--- src/rtl/suprloco_z80_memresp.sv ---
// Memory-side responder for the main Z80 bus.
// The responder catches each CPU memory cycle and passes it to a slow external
// store over a req/ack handshake. It holds the CPU with WAIT_n until the data
// returns or the wait times out. It ignores refresh cycles and drops writes
// into the ROM region.
module suprloco_z80_memresp #(
   parameter logic [15:0] ROM_END = 16'hBFFF,
   parameter int          TIMEOUT = 64,
   parameter int          TO_W    = 7
) (
   input  logic        i_CLK,
   input  logic        i_RST,
   input  logic        i_MREQ_n,
   input  logic        i_RD_n,
   input  logic        i_WR_n,
   input  logic        i_RFSH_n,
   input  logic [15:0] i_ADDR,
   input  logic [7:0]  i_DO,
   output logic [7:0]  o_DI,
   output logic        o_WAIT_n,
   output logic        o_MEM_REQ,
   output logic        o_MEM_WE,
   output logic [15:0] o_MEM_ADDR,
   output logic [7:0]  o_MEM_WDATA,
   input  logic        i_MEM_ACK,
   input  logic [7:0]  i_MEM_RDATA,
   output logic        o_TIMEOUT
);

   typedef enum logic [1:0] {
      IDLE = 2'd0,
      REQ  = 2'd1,
      HOLD = 2'd2
   } state_t;

   localparam logic [TO_W-1:0] TO_LAST = TO_W'(TIMEOUT - 1);

   state_t            state_r, state_s;
   logic              act_s, act_d_r, start_s;
   logic [TO_W-1:0]   cnt_r, cnt_s;
   logic [7:0]        di_r, di_s;
   logic              wait_r, wait_s;
   logic              req_r, req_s;
   logic              we_r, we_s;
   logic [15:0]       addr_r, addr_s;
   logic [7:0]        wdata_r, wdata_s;
   logic              to_r, to_s;

   // A CPU memory cycle is active when MREQ is asserted with a strobe and no refresh.
   always_comb begin
      act_s   = ~i_MREQ_n & i_RFSH_n & (~i_RD_n | ~i_WR_n);
      start_s = act_s & ~act_d_r;
   end

   // Next-state and next-output logic. A start in IDLE is the only way to begin a cycle.
   always_comb begin
      state_s = state_r;
      cnt_s   = cnt_r;
      di_s    = di_r;
      wait_s  = wait_r;
      req_s   = req_r;
      we_s    = we_r;
      addr_s  = addr_r;
      wdata_s = wdata_r;
      to_s    = 1'b0;
      case (state_r)
         IDLE: begin
            if (start_s) begin
               addr_s  = i_ADDR;
               wdata_s = i_DO;
               we_s    = ~i_WR_n;
               if (~i_WR_n && (i_ADDR <= ROM_END)) begin
                  // The write targets ROM, so the CPU is not held and nothing is sent.
                  state_s = HOLD;
               end else begin
                  req_s   = 1'b1;
                  wait_s  = 1'b0;
                  cnt_s   = {TO_W{1'b0}};
                  state_s = REQ;
               end
            end else begin
               state_s = IDLE;
            end
         end
         REQ: begin
            // An ack that arrives in the timeout cycle wins, so no timeout is flagged.
            if (i_MEM_ACK) begin
               req_s   = 1'b0;
               wait_s  = 1'b1;
               cnt_s   = {TO_W{1'b0}};
               state_s = HOLD;
               if (!we_r) begin
                  di_s = i_MEM_RDATA;
               end else begin
                  di_s = di_r;
               end
            end else if (cnt_r == TO_LAST) begin
               req_s   = 1'b0;
               wait_s  = 1'b1;
               to_s    = 1'b1;
               cnt_s   = {TO_W{1'b0}};
               state_s = HOLD;
               if (!we_r) begin
                  di_s = 8'hFF;
               end else begin
                  di_s = di_r;
               end
            end else begin
               cnt_s   = cnt_r + TO_W'(1);
               state_s = REQ;
            end
         end
         HOLD: begin
            // Stay here until the CPU ends its cycle. act_d stops the same cycle from restarting.
            if (!act_s) begin
               state_s = IDLE;
            end else begin
               state_s = HOLD;
            end
         end
         default: begin
            state_s = IDLE;
            req_s   = 1'b0;
            wait_s  = 1'b1;
            cnt_s   = {TO_W{1'b0}};
         end
      endcase
   end

   // State and output registers with a synchronous reset that overrides everything.
   always_ff @(posedge i_CLK) begin
      if (i_RST) begin
         state_r <= IDLE;
         act_d_r <= 1'b0;
         cnt_r   <= {TO_W{1'b0}};
         di_r    <= 8'hFF;
         wait_r  <= 1'b1;
         req_r   <= 1'b0;
         we_r    <= 1'b0;
         addr_r  <= 16'h0000;
         wdata_r <= 8'h00;
         to_r    <= 1'b0;
      end else begin
         state_r <= state_s;
         act_d_r <= act_s;
         cnt_r   <= cnt_s;
         di_r    <= di_s;
         wait_r  <= wait_s;
         req_r   <= req_s;
         we_r    <= we_s;
         addr_r  <= addr_s;
         wdata_r <= wdata_s;
         to_r    <= to_s;
      end
   end

   assign o_DI        = di_r;
   assign o_WAIT_n    = wait_r;
   assign o_MEM_REQ   = req_r;
   assign o_MEM_WE    = we_r;
   assign o_MEM_ADDR  = addr_r;
   assign o_MEM_WDATA = wdata_r;
   assign o_TIMEOUT   = to_r;

endmodule

--- config.mk ---
export PLATFORM = sky130hd
export DESIGN_NAME = suprloco_z80_memresp
export DESIGN_NICKNAME = d
export VERILOG_FILES = /design/src/rtl/suprloco_z80_memresp.sv
export SDC_FILE = /design/constraint.sdc
export NUM_CORES = 1
export LEC_CHECK = 0
export ABC_AREA = 1
export CAP_MARGIN = 20
export CORE_ASPECT_RATIO = 0.6
export CORE_MARGIN = 2
export CORE_UTILIZATION = 47
export CTS_CLUSTER_SIZE = 24
export DETAILED_ROUTE_END_ITERATION = 10
export PLACE_DENSITY = 0.84
export SETUP_SLACK_MARGIN = 0.05
export SLEW_MARGIN = 20
export SYNTH_ARGS = -nofsm -noshare
export SYNTH_HDL_FRONTEND = slang
export SYNTH_SLANG_ARGS = --single-unit
--- constraint.sdc ---
create_clock -name i_CLK -period 3.2 [get_ports i_CLK]
set_input_delay 0.64 -clock i_CLK [delete_from_list [all_inputs] [get_ports i_CLK]]
set_output_delay 0.64 -clock i_CLK [all_outputs]
set_load 0.005 [all_outputs]
# ---- After elaboration in Yosys (flattened, before gate mapping)
# Cells that the tools add are included.
dict set report totals {
  reg_bits 46
  input_bits 39
}
dict set report op_classes {
  n_addsub 1
  n_lt_le_gt_ge 1
  n_eq_ne 6
  n_mux 26
  bitwise 11
  reduce_logical 8
}
# operator n
set op_table {}
lappend op_table {{$mux 8} 4}
lappend op_table {{$mux 7} 4}
lappend op_table {{$pmux 7 s3} 1}
lappend op_table {{$le 16x16->1 const B} 1}
lappend op_table {{$mux 2} 5}
lappend op_table {{$mux 1} 9}
lappend op_table {{$add 7x1->7 const B} 1}
lappend op_table {{$eq 7x6->1 const B} 1}
lappend op_table {{$not 1->1} 7}
lappend op_table {{$pmux 1 s3} 2}
lappend op_table {{$pmux 2 s3} 1}
lappend op_table {{$reduce_and 3->1} 2}
lappend op_table {{$ne 2x2->1 const B} 2}
lappend op_table {{$reduce_and 4->1} 1}
lappend op_table {{$and 1x1->1} 3}
lappend op_table {{$ne 3x3->1 const B} 1}
lappend op_table {{$reduce_or 3->1} 1}
lappend op_table {{$eq 2x1->1 const B} 1}
lappend op_table {{$eq 2x2->1 const B} 1}
lappend op_table {{$logic_not 2->1} 1}
lappend op_table {{$reduce_and 2->1} 1}
lappend op_table {{$reduce_bool 2->1} 1}
lappend op_table {{$logic_and 1x1->1} 1}
lappend op_table {{$or 1x1->1} 1}

# ---- Logic depth before layout (Yosys ltp)
# Gate-level depths: netlist of run 1.
dict set report depth {
  word_depth 6
  depth_mapped 9
}

# ---- Worst setup path after synthesis of run 1
# Ideal clock, no wire load.
dict set report synth_path {
  kind {input -> register}
  start {input i_RFSH_n}
  end {register cnt_r[6]}
  setup_ns 0.117
  arrival_time_ns 1.306
  required_time_ns 3.083
  path_slack_ns 1.778
  stages 7
  path_buffers 0
  path_cell_list {inv_1 -> nor2_4 -> nand3_1 -> nand2_1 -> nand2_4 -> nor3_1 -> nor2_1}
}
dict set report synth_via {
  elab_chain_len 5
}
# element line
set synth_rtl {}
lappend synth_rtl {{from (decl)} 16} ;# input logic i_RFSH_n,
lappend synth_rtl {{$and 1x1->1 (2 in series)} 51} ;# act_s = ~i_MREQ_n & i_RFSH_n & (~i_RD_n | ~i_WR_n);
lappend synth_rtl {{$and 1x1->1} 52} ;# start_s = act_s & ~act_d_r;
lappend synth_rtl {{$ne 2x2->1 (no line)} n/a}
lappend synth_rtl {{$reduce_and 3->1 (no line)} n/a}
lappend synth_rtl {{to (signal assigned)} 135} ;# cnt_r <= {TO_W{1'b0}};
lappend synth_rtl {{to (signal assigned)} 146} ;# cnt_r <= cnt_s;
lappend synth_rtl {{to (decl)} 40} ;# logic [TO_W-1:0] cnt_r, cnt_s;
# No other way between the ends.
# A chain may end at the register's enable or synchronous reset.

# ---- Worst setup path in the final report of run 1
dict set report layout_path {
  start {input i_WR_n}
  end {register state_r[1]}
}
dict set report layout_via {
  elab_chain_len 6
  word_cells_on_any_way 9
}
# element line
set layout_rtl {}
lappend layout_rtl {{from (decl)} 15} ;# input logic i_WR_n,
lappend layout_rtl {{$not 1->1 *} {51, 72}}
lappend layout_rtl {{$or 1x1->1} 51}
lappend layout_rtl {{$and 1x1->1} 51}
lappend layout_rtl {{$and 1x1->1} 52}
lappend layout_rtl {{$mux 2} 68} ;# if (start_s) begin
lappend layout_rtl {{$pmux 2 s3 *} 66} ;# case (state_r)
lappend layout_rtl {{to (signal assigned)} 144} ;# state_r <= state_s;
lappend layout_rtl {{to (decl)} 38} ;# state_t state_r, state_s;
# Mark *: on every way between the ends. The rest lies on a longest branch, timed or not.

==> results of run 1 <==
## cell type report
class / count / area [µm²] / share of cell area, %
multi-input cells: 189 / 977 / 34.1
flip-flops and latches: 46 / 921 / 32.1
repair buffers: 75 / 748 / 26.1
clock buffers: 7 / 76.3 / 2.66
well taps: 60 / 75.1 / 2.62
inverters: 18 / 68.8 / 2.40
## flip-flops by register name, indices dropped and copies added, names as in the netlist
signal and count:
o_MEM_REQ 1, cnt_r 7, o_WAIT_n 1, o_DI 8
o_MEM_WE 1, state_r 2, o_MEM_ADDR 16, o_TIMEOUT 1
act_d_r 1, o_MEM_WDATA 8
## metal layers
metal	part of all wire (%)	up-vias	wire, µm	GRT usage (%)
li1	-	1005	-	-
met1	50	859	2440	28.6
met2	42	53	2070	33.0
met3	7.6	2	370	7.57
met4	0.16	0	8	3.03
met5	0	-	0	0
## placed cells by master, fill, tap and decap left out
master / instances
nand2_1: 77
clkdlybuf4s50_1: 74
dfxtp_1: 46
a21oi_1: 21
nand3_1: 21
inv_1: 16
nor2_1: 14
nand2_2: 12
nand4_1: 12
a21oi_2: 10
or2_2: 9
clkbuf_8: 5
nor2_4: 3
nor3_1: 3
o21ai_0: 2
clkbuf_1: 2
clkinv_1: 1
nand4_4: 1
clkinv_2: 1
nand3_2: 1
nand3_4: 1
nand2_4: 1
ha_1: 1
buf_4: 1
## cells by family (layout without fill, tap and decap cells)
logic type	Yosys count	after routing	synth area share [%]
compound gates	33	33	9.98
fa+ha+maj	1	1	0.616
buf+inv	29	100	6.53
flops	46	46	45.3
simple gates	155	155	37.5
## power groups by stage
stage | sequential, mW | clock [mW] | combinational (mW)
global placement | 0.620 | 0 | 0.184
finish | 0.607 | 0.323 | 0.188
global route | 0.609 | 0.354 | 0.206
CTS | 0.607 | 0.329 | 0.189
floorplan | 0.620 | 0 | 0.0880
detailed placement | 0.620 | 0 | 0.188
## cells in the mapped netlist, drive strengths merged
| cell | count | area share [%] |
|---|---|---|
| buf | 6 | 2.2 |
| nor3 | 3 | 0.74 |
| o21ai | 2 | 0.49 |
| or2 | 9 | 2.8 |
| ha | 1 | 0.62 |
| nand4 | 13 | 4.7 |
| dfxtp | 46 | 45 |
| a21oi | 31 | 9.5 |
| clkbuf | 5 | 0.92 |
| nand2 | 90 | 18 |
| clkinv | 2 | 0.43 |
| nand3 | 23 | 6.5 |
| inv | 16 | 3.0 |
| nor2 | 17 | 4.3 |
## worst reg2reg max path, delay by kind of cell, from the launching register on
kind / cells / cell delay (ns)
AND/OR/NAND/NOR: 3 / 0.62
flip-flops: 1 / 0.36
buffers and inverters: 1 / 0.44
AO/OA/AOI/OAI: 1 / 0.15
## path summary, 6_finish.rpt
| check | end | cells after the start |
|---|---|---|
| max reg2reg | o_MEM_ADDR[6] | 5 |
| min reg2reg | o_DI[3] | 2 |
| max | state_r[1] | 8 |
| min | o_DI[3] | 2 |
## through the flow
stage | hold slack, ns | utilization (%) | setup slack [ns]
final | 0.458 | 69.6 | 1.07
after global routing | 0.498 | 69.6 | 0.885
after CTS | 0.465 | 69.6 | 1.04
after detailed placement | 0.446 | 67.7 | 0.745
after global placement | 0.444 | 67.7 | 0.786
after floorplan | 0.453 | - | 1.78
==> summary.txt, run 1 <==
Setup path
  – CP arrival: about 2.3 ns
  – CP max stage delay: 0.47 ns
  – CP max FO: 27
  – Setup Crit Path Kind: in2reg
  – Crit start category: input port
  – Critical path required time: between 3 and 4 ns
  – Delay-heaviest family, CP: buffers and inverters
  – CP max-delay cell: clkdlybuf4s50_1
  – Crit end category: register
  – Most frequent CP cell: nand2_1
  – Critical path buffers and inverters: 3
  – Flop2flop setup slack: approximately 1.6 ns
  – Worst r2r src: state_r[0]
  – Ordered cell list for the critical path: clkdlybuf4s50_1 -> nand2_1 -> nand4_4 -> clkinv_2 -> nand2_1 -> nand3_1 -> nand2_1 -> inv_1
  – Crit. Startpoint: i_WR_n

Clocking
  – CTS Hold Bufs: 0
  – Post-CTS Resized: 0
  – Clk Latency, worst-skew pair: between 0.2 and 0.3 ns
  – Root Buffer: clkbuf_8
  – Clk slew on worst S/H paths: roughly 0.080 ns
  – H-tree depth: 2
  – Clock sink count: 46
  – Clk buf depth: 2
  – CTS tree: yes
  – Postcts setup bufs: 0
  – CTS buffer count: 5

Routing
  – Initial DRC count: between 80 and 90
  – DRC Markers: 0
  – Post-route ant nets: 0
  – Initial DRT Pass Iterations: 5
  – Final wirelength: 4.89 mm
  – Via density: 4.86
  – Vias: roughly 1900
  – WL per Instance: 12.4 µm

Min path
  – Hold Path Origin: o_DI[3]
  – HP Class: reg2reg

Floorplanning
  – Initial core utilization: roughly half
  – Core outline area: between 4000 and 5000 µm²
  – Die width: about 89 µm
  – IO Count: 75
  – Die area: slightly below 5000 µm²
  – Die height: about 55 µm
  – Num rows: 18

Place
  – HPWL Detailed: ~3.6 mm
  – Post-DP Area: between 2000 and 3000 µm²
  – Port Buf Inserts: between 70 and 80
  – Post-Place Cells: slightly below 400
  – Gp weighted congestion: between 0.8 and 0.9

Pwr
  – Switch Pwr: between 0.2 and 0.3 mW
  – Total power: between 1 and 1.5 mW
  – VDD IR-drop max: approximately 0.00021 V
  – Sequential power share: 54.3%
  – Clock power share: 28.9%
  – Pwr/cell area: a little under 400 nW/µm²
  – Comb power frac: between 15 and 20%
  – Leak Pwr: ~1.1 nW
  – Switching share of total power: around a quarter
  – Internal power: 0.845 mW

Synth
  – Seq/Total Area, Yosys: 45.3%
  – Yosys warnings: 0
  – Syn Inst Count: approximately 260
  – FF+latch count, synth: 46
  – Cell Area, Synth: 2030 µm²
  – Post-synthesis cell type count: 24
  – Mapped Avg Cell Area: 7.69 µm²
  – Synthesized net count: 304

Cells and area
  – Final net count: roughly 380
  – FILL cells: 345
  – Cell area after layout: roughly 2900 µm²
  – Layout area overhead: 41.2%
  – Non-filler instance count after layout: just under 400
  – Diode count: 0
  – Share of cells above drive strength 1: 13.4%

Global routing
  – Largest net degree at the start of global routing: 28
  – First-pass GRT wire length: ~7.7 mm
  – Vias in the first global route: about 1700
  – GRT Total Usage: between 20% and 30%
  – GRT overflow: 0
  – Initial antenna violation count: 0

STA
  – Slew headroom: between 60% and 70%
  – Slew Limit Fails: 0
  – Worst slew pin tran: about 0.49 ns
  – # setup viols final: 0
  – Final Hold Vio Count: 0
  – Tmin final: approximately 2.1 ns
  – TNS Setup: 0 ns
  – Maximum clock rate: 0.470 GHz
  – RSZ-0062 raised after global routing: false
  – Clock Skews: between 0.005 and 0.006 ns
  – Final period util: between 60% and 70%

Run status
  – Status: finished, final reports clean

Job
  – Max-cap viol count: 0
(Power assumes the default switching activity.)
==> run 2: changes to the inputs <==
Settings changed: CORE_UTILIZATION 47 to 40, PLACE_DENSITY 0.84 to 0.76.
Clock period 3.2 ns to 1.9 ns, I/O delays scaled along.
==> summary.txt, run 2 (same netlist as run 1, synthesis figures left out) <==
Setup path
  – CP max-delay cell: dfxtp_1
  – Critical path required time: between 2 and 2.5 ns
  – Ordered cell list for the critical path: ha_1 -> nand3_2 -> inv_1 -> nand2_2 -> nand2_2 -> nand3_4 -> nand2_1 -> nand3_1
  – Crit start category: register
  – Critical path buffers and inverters: 1
  – Most frequent CP cell: nand2_2
  – CP max FO: 10
  – CP arrival: between 1.5 and 2 ns
  – Crit end category: register
  – Delay-heaviest family, CP: simple AND/OR/NAND/NOR gates
  – CP max stage delay: between 0.4 and 0.5 ns
  – Setup Crit Path Kind: reg2reg

Place
  – Post-Place Cells: about 400
  – HPWL Detailed: about 3.8 mm
  – Port Buf Inserts: 74
  – Gp weighted congestion: ~0.80

STA
  – Slew Limit Fails: 0
  – Hold slack final: 0.463 ns
  – Worst slew pin tran: about 0.47 ns
  – Tmin final: 1.60 ns
  – Clock Skews: between 0.004 and 0.005 ns
  – Final period util: 84.0%
  – TNS Setup: 0 ns
  – RSZ-0062 raised after global routing: false
  – Maximum clock rate: 0.626 GHz
  – Final Hold Vio Count: 0
  – # setup viols final: 0
  – Slew headroom: 68.8%

Cells and area
  – Share of cells above drive strength 1: between 10 and 15%
  – Register cell area after layout: 921 µm²
  – Commonest non-fill, non-tap cells in the layout: nand2_1, clkdlybuf4s50_1, dfxtp_1
  – Non-filler instance count after layout: just over 400
  – Fin util: around three fifths
  – Layout area overhead: 43.6%
  – FILL cells: about 470
  – Final net count: around 380
  – Commonest non-fill, non-tap cell in the layout: nand2_1
  – Max reg flops: 16
  – Multi-input logic area: slightly below 1000 µm²
  – Diode count: 0

Clocking
  – CTS buffer count: 5
  – Clk buf depth: 2
  – Clk slew on worst S/H paths: 0.08 ns
  – Root Buffer: clkbuf_8
  – CTS Hold Bufs: 0
  – CTS tree: yes
  – Clock sink count: 46
  – Post-CTS Resized: 0
  – Clk Latency, worst-skew pair: roughly 0.29 ns
  – Postcts setup bufs: 0
  – H-tree depth: 2

Global routing
  – Largest net degree at the start of global routing: 23
  – GRT Total Usage: between 10% and 20%
  – Vias in the first global route: 1849
  – Initial antenna violation count: 0
  – First-pass GRT wire length: roughly 8 mm
  – GRT overflow: 0

Run status
  – Status: finished, final reports clean

Routing
  – WL per Instance: between 10 and 15 µm
  – Via density: a little under 5
  – Vias: between 1500 and 2000
  – Routed met3 length: around 350 µm
  – Top layer in use: met4
  – Metal2 WL: ~2.1 mm
  – Post-route ant nets: 0
  – Final wirelength: approximately 4.9 mm
  – Initial DRC count: between 100 and 150
  – Initial DRT Pass Iterations: 4
  – DRC Markers: 0
  – Metal-1 WL: 2.39 mm

Floorplanning
  – Core outline area: around 5000 µm²
  – Die width: 96.0 µm
  – Die area: ~5700 µm²
  – Initial core utilization: roughly 40%
  – IO Count: 75
  – Die height: ~59 µm
  – Num rows: 20

Min path
  – HP Class: reg2reg

Pwr
  – Leak Pwr: between 1 and 1.5 nW
  – VDD IR-drop max: around 0.00037 V
  – Pwr/cell area: ~650 nW/µm²
  – Total power: 1.91 mW

Job
  – Max-cap viol count: 0
-- run 2: cell count changes in the layout (fill, tap and decap cells not counted) --
cell    before  now
buf_4        1    4
buf_12       0    1
-- run 2: final cells by class --
| cell class | instances | share of cell area (%) |
|---|---|---|
| Multi-Input combinational cell | 189 | 33.5 |
| Sequential cell | 46 | 31.6 |
| Timing Repair Buffer | 79 | 27.1 |
| Tap cell | 66 | 2.83 |
| Clock buffer | 7 | 2.62 |
| Inverter | 18 | 2.36 |
-- run 2: metrics by stage --
step | cell area [µm²] | worst slack [ns]
after floorplan | 2030 | 0.572
after global placement | 2840 | 0.163
after detailed placement | 2840 | 0.136
after CTS | 2920 | 0.321
after global routing | 2920 | 0.123
final | 2920 | 0.304
-- run 2: layer usage --
layer	global-route usage (%)	up-vias
li1	-	1008
met1	24.3	904
met2	28.5	54
met3	5.98	7
met4	5.71	0
met5	0	-
-- run 2: where the power goes --
part / leakage (nW) / total, mW / switching, mW / internal [mW]
registers: 0.374 / 1.02 / 0.0215 / 1.00
logic: 0.707 / 0.326 / 0.148 / 0.179
clock network: 0.0383 / 0.560 / 0.306 / 0.254
-- run 2: worst paths after layout --
| path | from | endpoint | slack, ns | cells after the start |
|---|---|---|---|---|
| max | cnt_r[0] | o_DI[6] | 0.30 | 8 |
| min | o_DI[3] | o_DI[3] | 0.46 | 2 |
| max reg2reg | cnt_r[0] | o_DI[6] | 0.30 | 8 |
| min reg2reg | o_DI[3] | o_DI[3] | 0.46 | 2 |
-- run 2: tightest hold or removal path, cell delays in order, from the launching register on --
cell     delay (ns)
dfxtp_1        0.33
nand2_1        0.05
nand3_1        0.05
